<file path="src/rtl/vector_mac_pkg.sv">
// Shared defaults, lane type and elaboration helpers for the vector MAC pipeline.
package vector_mac_pkg;

  localparam int unsigned DEF_NUM_LANES = 32;
  localparam int unsigned DEF_VEC_WIDTH = 10;
  localparam int unsigned DEF_ACC_WIDTH = 27;

  typedef logic [DEF_VEC_WIDTH-1:0] lane_t;

  // Ceiling log2 usable in parameter expressions.
  function automatic int unsigned clog2(input int unsigned n);
    int unsigned r;
    int unsigned v;
    r = 0;
    v = (n > 0) ? n - 1 : 0;
    while (v > 0) begin
      r = r + 1;
      v = v >> 1;
    end
    return r;
  endfunction

endpackage

</file>
<file path="src/rtl/adder_tree_pipe.sv">
// Masked, fully pipelined binary adder tree with a valid/last sideband that
// travels alongside the data; flush drops every beat currently in the tree.
module adder_tree_pipe
  import vector_mac_pkg::*;
#(
  parameter int unsigned NUM_LANES = DEF_NUM_LANES,
  parameter int unsigned IN_WIDTH  = DEF_VEC_WIDTH,
  localparam int unsigned LEVELS    = clog2(NUM_LANES),
  localparam int unsigned OUT_WIDTH = IN_WIDTH + LEVELS
) (
  input  logic                 clk,
  input  logic                 rst,
  input  logic                 in_valid,
  input  logic [IN_WIDTH-1:0]  in_data [NUM_LANES],
  input  logic [NUM_LANES-1:0] in_sel,
  input  logic                 in_last,
  input  logic                 flush,
  output logic [OUT_WIDTH-1:0] sum,
  output logic                 sum_valid,
  output logic                 sum_last,
  output logic                 any_valid_c
);

  logic [LEVELS-1:0] valid_d, valid_q;
  logic [LEVELS-1:0] last_d, last_q;

  // One register stage per level; each level widens by one bit so sums never overflow.
  for (genvar k = 1; k <= LEVELS; k++) begin : g_lvl
    localparam int unsigned NODES = NUM_LANES >> k;
    localparam int unsigned W     = IN_WIDTH + k;

    logic [W-1:0] node_d [NODES];
    logic [W-1:0] node_q [NODES];

    if (k == 1) begin : g_leaf
      always_comb begin
        for (int unsigned i = 0; i < NODES; i++) begin
          node_d[i] = (in_sel[2*i]   ? W'(in_data[2*i])   : '0)
                    + (in_sel[2*i+1] ? W'(in_data[2*i+1]) : '0);
        end
      end
    end else begin : g_node
      always_comb begin
        for (int unsigned i = 0; i < NODES; i++) begin
          node_d[i] = W'(g_lvl[k-1].node_q[2*i]) + W'(g_lvl[k-1].node_q[2*i+1]);
        end
      end
    end

    always_ff @(posedge clk or posedge rst) begin
      if (rst) begin
        for (int unsigned i = 0; i < NODES; i++) node_q[i] <= '0;
      end else begin
        for (int unsigned i = 0; i < NODES; i++) node_q[i] <= node_d[i];
      end
    end
  end

  always_comb begin
    valid_d = '0;
    last_d  = '0;
    if (!flush) begin
      valid_d[0] = in_valid;
      last_d[0]  = in_valid & in_last;
      for (int unsigned i = 1; i < LEVELS; i++) begin
        valid_d[i] = valid_q[i-1];
        last_d[i]  = last_q[i-1];
      end
    end
  end

  always_ff @(posedge clk or posedge rst) begin
    if (rst) begin
      valid_q <= '0;
      last_q  <= '0;
    end else begin
      valid_q <= valid_d;
      last_q  <= last_d;
    end
  end

  assign sum         = g_lvl[LEVELS].node_q[0];
  assign sum_valid   = valid_q[LEVELS-1];
  assign sum_last    = last_q[LEVELS-1];
  assign any_valid_c = |valid_q;

endmodule

</file>
<file path="src/rtl/vector_mac_pipe.sv">
// Streaming masked vector sum: adder tree feeding a per-frame accumulator that
// publishes each frame total with a one-cycle valid pulse and an overflow flag.
module vector_mac_pipe
  import vector_mac_pkg::*;
#(
  parameter int unsigned NUM_LANES = DEF_NUM_LANES,
  parameter int unsigned VEC_WIDTH = DEF_VEC_WIDTH,
  parameter int unsigned ACC_WIDTH = DEF_ACC_WIDTH,
  parameter int unsigned SATURATE  = 1
) (
  input  logic                 clk,
  input  logic                 rst,
  input  logic                 in_valid,
  input  logic [VEC_WIDTH-1:0] in_data [NUM_LANES],
  input  logic [NUM_LANES-1:0] in_sel,
  input  logic                 in_last,
  input  logic                 clear,
  output logic [ACC_WIDTH-1:0] out,
  output logic                 out_valid,
  output logic                 out_overflow,
  output logic                 busy
);

  localparam int unsigned LEVELS = clog2(NUM_LANES);
  localparam int unsigned TREE_W = VEC_WIDTH + LEVELS;
  localparam int unsigned SUM_W  = ACC_WIDTH + 1;

  logic [TREE_W-1:0]    tree_sum;
  logic                 tree_valid;
  logic                 tree_last;
  logic                 tree_busy_c;

  logic [ACC_WIDTH-1:0] acc_d, acc_q;
  logic                 ovf_d, ovf_q;
  logic                 open_d, open_q;
  logic [ACC_WIDTH-1:0] out_d, out_q;
  logic                 out_ovf_d, out_ovf_q;
  logic                 out_valid_d, out_valid_q;

  logic [ACC_WIDTH-1:0] base;
  logic [SUM_W-1:0]     sum_ext;
  logic                 ovf_beat;
  logic [ACC_WIDTH-1:0] result;

  adder_tree_pipe #(
    .NUM_LANES (NUM_LANES),
    .IN_WIDTH  (VEC_WIDTH)
  ) u_tree (
    .clk         (clk),
    .rst         (rst),
    .in_valid    (in_valid),
    .in_data     (in_data),
    .in_sel      (in_sel),
    .in_last     (in_last),
    .flush       (clear),
    .sum         (tree_sum),
    .sum_valid   (tree_valid),
    .sum_last    (tree_last),
    .any_valid_c (tree_busy_c)
  );

  // A closed frame restarts from zero; the carry out of the wide sum is the overflow.
  always_comb begin
    base     = open_q ? acc_q : '0;
    sum_ext  = SUM_W'(base) + SUM_W'(tree_sum);
    ovf_beat = sum_ext[ACC_WIDTH] | (open_q & ovf_q);
    result   = sum_ext[ACC_WIDTH-1:0];
    if (SATURATE != 0 && ovf_beat) result = '1;
  end

  always_comb begin
    acc_d       = acc_q;
    ovf_d       = ovf_q;
    open_d      = open_q;
    out_d       = out_q;
    out_ovf_d   = out_ovf_q;
    out_valid_d = 1'b0;
    if (clear) begin
      acc_d  = '0;
      ovf_d  = 1'b0;
      open_d = 1'b0;
    end else if (tree_valid) begin
      if (tree_last) begin
        out_d       = result;
        out_ovf_d   = ovf_beat;
        out_valid_d = 1'b1;
        acc_d       = '0;
        ovf_d       = 1'b0;
        open_d      = 1'b0;
      end else begin
        acc_d  = result;
        ovf_d  = ovf_beat;
        open_d = 1'b1;
      end
    end
  end

  always_ff @(posedge clk or posedge rst) begin
    if (rst) begin
      acc_q       <= '0;
      ovf_q       <= 1'b0;
      open_q      <= 1'b0;
      out_q       <= '0;
      out_ovf_q   <= 1'b0;
      out_valid_q <= 1'b0;
    end else begin
      acc_q       <= acc_d;
      ovf_q       <= ovf_d;
      open_q      <= open_d;
      out_q       <= out_d;
      out_ovf_q   <= out_ovf_d;
      out_valid_q <= out_valid_d;
    end
  end

  assign out          = out_q;
  assign out_overflow = out_ovf_q;
  assign out_valid    = out_valid_q;
  assign busy         = tree_busy_c | open_q;

endmodule
</file>
<file path="config.mk">
export PLATFORM = sky130hd
export DESIGN_NAME = vector_mac_pipe
export DESIGN_NICKNAME = d
export VERILOG_FILES = /design/src/rtl/vector_mac_pkg.sv /design/src/rtl/adder_tree_pipe.sv /design/src/rtl/vector_mac_pipe.sv
export SDC_FILE = /design/constraint.sdc
export NUM_CORES = 1
export LEC_CHECK = 0
export BUFFER_PORTS_ARGS = -buffer_cell sky130_fd_sc_hd__buf_4
export CORE_MARGIN = 8
export CORE_UTILIZATION = 45
export CTS_CLUSTER_DIAMETER = 200
export CTS_CLUSTER_SIZE = 40
export DETAILED_ROUTE_END_ITERATION = 10
export HOLD_SLACK_MARGIN = 0.1
export PLACE_DENSITY = 0.65
export REMOVE_ABC_BUFFERS = 1
export SKIP_LAST_GASP = 1
export SLEW_MARGIN = 20
export SYNTH_ARGS = -nofsm -noshare
export SYNTH_HDL_FRONTEND = slang
export SYNTH_SLANG_ARGS = --single-unit
export TNS_END_PERCENT = 50
</file>
<file path="constraint.sdc">
create_clock -name clk -period 15.6 [get_ports clk]
set_input_delay 0.78 -clock clk [delete_from_list [all_inputs] [get_ports clk]]
set_output_delay 0.78 -clock clk [all_outputs]
set_load 0.02 [all_outputs]
</file>
==> results.yml <==
yosys:
  ys_ff_latch: 435
  ys.flop_type: "dfrtp_1"
  yosysWarnings: 0
  synthTopCellsByCount: "435 x dfrtp_1, 351 x ha_1, 310 x and2_1"
  synthMostInstantiatedCell: "dfrtp_1"
  yosys.area.top_type: "dfrtp_1"
  synth_top_area_share_pct: 40.0
  post_synth_instance_area_mm2: 0.0272
  netlist_instances: 2762
  synth-edff-count: 0
  synth_async_sr_flop_share_pct: 100
  avgSynthCellArea_um2: 9.84
  synth_seq_area_share_pct: 40.0
  synth.distinct_cells: 58
  yosys-top-cells-area: "dfrtp_1 40%, ha_1 16%, and2_1 7.1%, xnor2_1 6.7%, a21oi_1 3.9%"
grt:
  antenna_found_initial: 0
  grt_pass1_wl_um: 99400
  overflow: 0
  grt_pass1_vias: 21382
  grt_use_total_pct: 17.2
  grt_max_degree: 136
setup_path:
  crit_chain: "buf_4 -> and2_1 -> ha_1 -> inv_1 -> fa_1 -> nand2b_1 -> a21oi_1 -> o21ai_0 -> o211ai_1 -> nor3b_2 -> nand3_1 -> xor2_1 -> o211ai_1"
  worstSetupPathType: "flop to flop"
  cp-startpoint: "open_q"
  rr_startpoint: "open_q"
  end_kind: "flop"
  cpPeakStageDelay_ps: 490
  cpMostUsedCell: "o211ai_1"
  crit_required_ps: 16080
  worst_ep_arrival_time_ps: 3990
  critPathLaunchType: "flop"
  path_max_fanout: 40
  crit_slowest_cell: "o211ai_1"
finish:
  area_delta_synth_final_pct: 15.7
  finalNetCount: 3893
  final_area_mm2: 0.0314
  layoutNonFillerInstCount: 3936
  drive_gt1_share_pct: 13.6
run_status:
  outcome: "completed"
flow_run:
  cap_violations: 0
clocking:
  holdBufCountCts: 0
  clock_path_buffers: 3
  clk_pin_slew_worst_paths_ps: 150
  cts_root_buf: "clkbuf_16"
  cts_buffers: 14
  tritoncts: "done"
  htree_levels: 1
  clock_sinks: 435
  cts_resized: 0
  cts_setup_buffers: 0
  clk_latency_ps: 550
sta:
  fin_crit_sh_pct: 22.5
  finalHoldViolCount: 0
  fmax_mhz: 285
  slew_viol_final: 0
  fin_setup_tns_ps: 0
  worstMarginPinSlew_ps: 996
  grt_setup_unrepaired: "no"
  setup_viol: 0
  slew_headroom_pct: 33.6
  period_needed_ps: 3510
  clock_skew_ps: 22.5
placed_design:
  dp_hpwl_um: 48700
  placed_cell_area_mm2: 0.0310
  dp_cells: 3919
  port_buffers: 386
  place_congestion: 0.842
floorplanning:
  die_w_um: 262
  core_area_mm2: 0.0600
  rows: 90
  num_io_pins: 387
  die_h_um: 262
  die_area_mm2: 0.0685
  start_util_pct: 45.3
routing:
  antenna_left: 0
  vias: 19970
  vias_per_cell: 5.07
  firstDrtPassIters: 5
  drt-total-wl_um: 59900
  wire_per_inst_um: 15.2
  drt_iter0_drc: 734
  drc: 0
power_and_ir_drop:
  leakage_nw: 16.0
  switchingPower_mw: 1.50
  comb_power_share_pct: 48.4
  total_power_mw: 4.06
  power.density_mw_per_mm2: 129
  ir_worst_vdd_uv: 85.2
  pwr-share-clk_pct: 12.1
  sw_frac_of_total_pct: 37.0
  internal-power_mw: 2.55
  pwr-share-seq_pct: 39.4
hold_path:
  min_path_type: "input port to async pin"
sequential cells by signal, summed over array words and instances, names as in the netlist:
| signal | count |
|---|---|
| open_q | 1 |
| out_overflow | 1 |
| out_valid | 1 |
| out | 27 |
| u_tree.sum | 15 |
| u_tree.last_q | 5 |
| u_tree.g_lvl.node_q | 352 |
| u_tree.valid_q | 5 |
| ovf_q | 1 |
| acc_q | 27 |
per-stage QoR:
| step | hold slack (ps) | util [%] | worst slack (ps) |
|---|---|---|---|
| global placement | 449 | 51.7 | 12130 |
| detailed placement | 454 | 51.7 | 12090 |
| floorplan | 439 | - | 2700 |
| CTS | 434 | 52.4 | 12080 |
| global route | 436 | 52.4 | 11710 |
| finish | 417 | 52.4 | 12090 |
final cells by class:
class / instances / area, um2
fill: 5389 / 28600
antenna: 1 / 2.50
tap: 782 / 978
inverter: 202 / 766
multi-input combinational: 2106 / 15500
timing repair buffer: 394 / 2970
clock inverter: 1 / 7.51
sequential: 435 / 10900
clock buffer: 15 / 375
path summary, 6_finish.rpt:
kind / to / slack (ps) / depth (start not counted)
setup / recovery: out[20] / 12090 / 13
hold / removal: u_tree.g_lvl[1].node_q[134] / 420 / 2
setup reg to reg: out[20] / 12090 / 13
hold reg to reg: u_tree.g_lvl[2].node_q[60] / 480 / 1
max in group asynchronous: acc_q[2] / 13660 / 3
min in group clk: u_tree.last_q[0] / 460 / 2
kinds of logic (layout without fill, tap and decap cells):
group	Yosys count	count (layout)	synth area share, %
AOI/OAI and AO/OA	586	586	13.1
xor gates and xnor gates	273	273	8.82
adders and majority gates	383	383	18.5
buffers and inverters	221	612	3.07
DFF	435	435	40.0
other	0	1	0
and+or+nand+nor	864	864	16.5
metal layers:
layer / share of wire (%) / global-route usage (%) / vias to the layer above
met5: 0 / 0 / -
met4: 1.9 / 3.40 / 0
met3: 3.4 / 2.39 / 50
met2: 51 / 31.3 / 284
met1: 44 / 21.6 / 9507
li1: - / - / 10129
placed cells by master (no fill, tap or decap), types with 6 or more instances in the layout:
| cell type | count |
|---|---|
| nor2_1 | 177 |
| nor4_1 | 11 |
| nor4b_1 | 6 |
| nor2b_1 | 31 |
| o21bai_1 | 39 |
| fa_1 | 32 |
| nand2b_1 | 23 |
| inv_1 | 201 |
| o21ai_0 | 134 |
| or2_2 | 7 |
| o21a_1 | 11 |
| dfrtp_1 | 435 |
| or3_1 | 21 |
| o211ai_1 | 8 |
| xor2_1 | 63 |
| nand2_1 | 187 |
| nor4bb_1 | 6 |
| a31oi_1 | 25 |
| a21o_1 | 80 |
| and2_1 | 310 |
| buf_4 | 392 |
| a21oi_1 | 212 |
| a211oi_1 | 23 |
| clkbuf_16 | 15 |
| xnor2_1 | 209 |
| a21boi_0 | 17 |
| ha_1 | 351 |
| o41ai_1 | 14 |
| nor3_1 | 48 |
| and3_1 | 9 |
| nand3_1 | 15 |
power by group through the flow:
stage	Combinational (mW)	Clock [mW]	Sequential, mW
floorplan	1.55	0	1.54
global placement	1.90	0	1.63
detailed placement	1.97	0	1.63
CTS	1.98	0.521	1.61
global route	2.22	0.555	1.63
finish	1.96	0.493	1.60
worst max-delay path: cells and delay by family (launching register included):
family	cells	cell delay (ps)
adders and majority gates	2	540
buffers and inverters	2	420
and+or+nand+nor	4	890
DFF	1	340
AOI/OAI and AO/OA	4	1100
xor gates and xnor gates	1	160
Note: power is estimated with default switching activity, not from simulation.
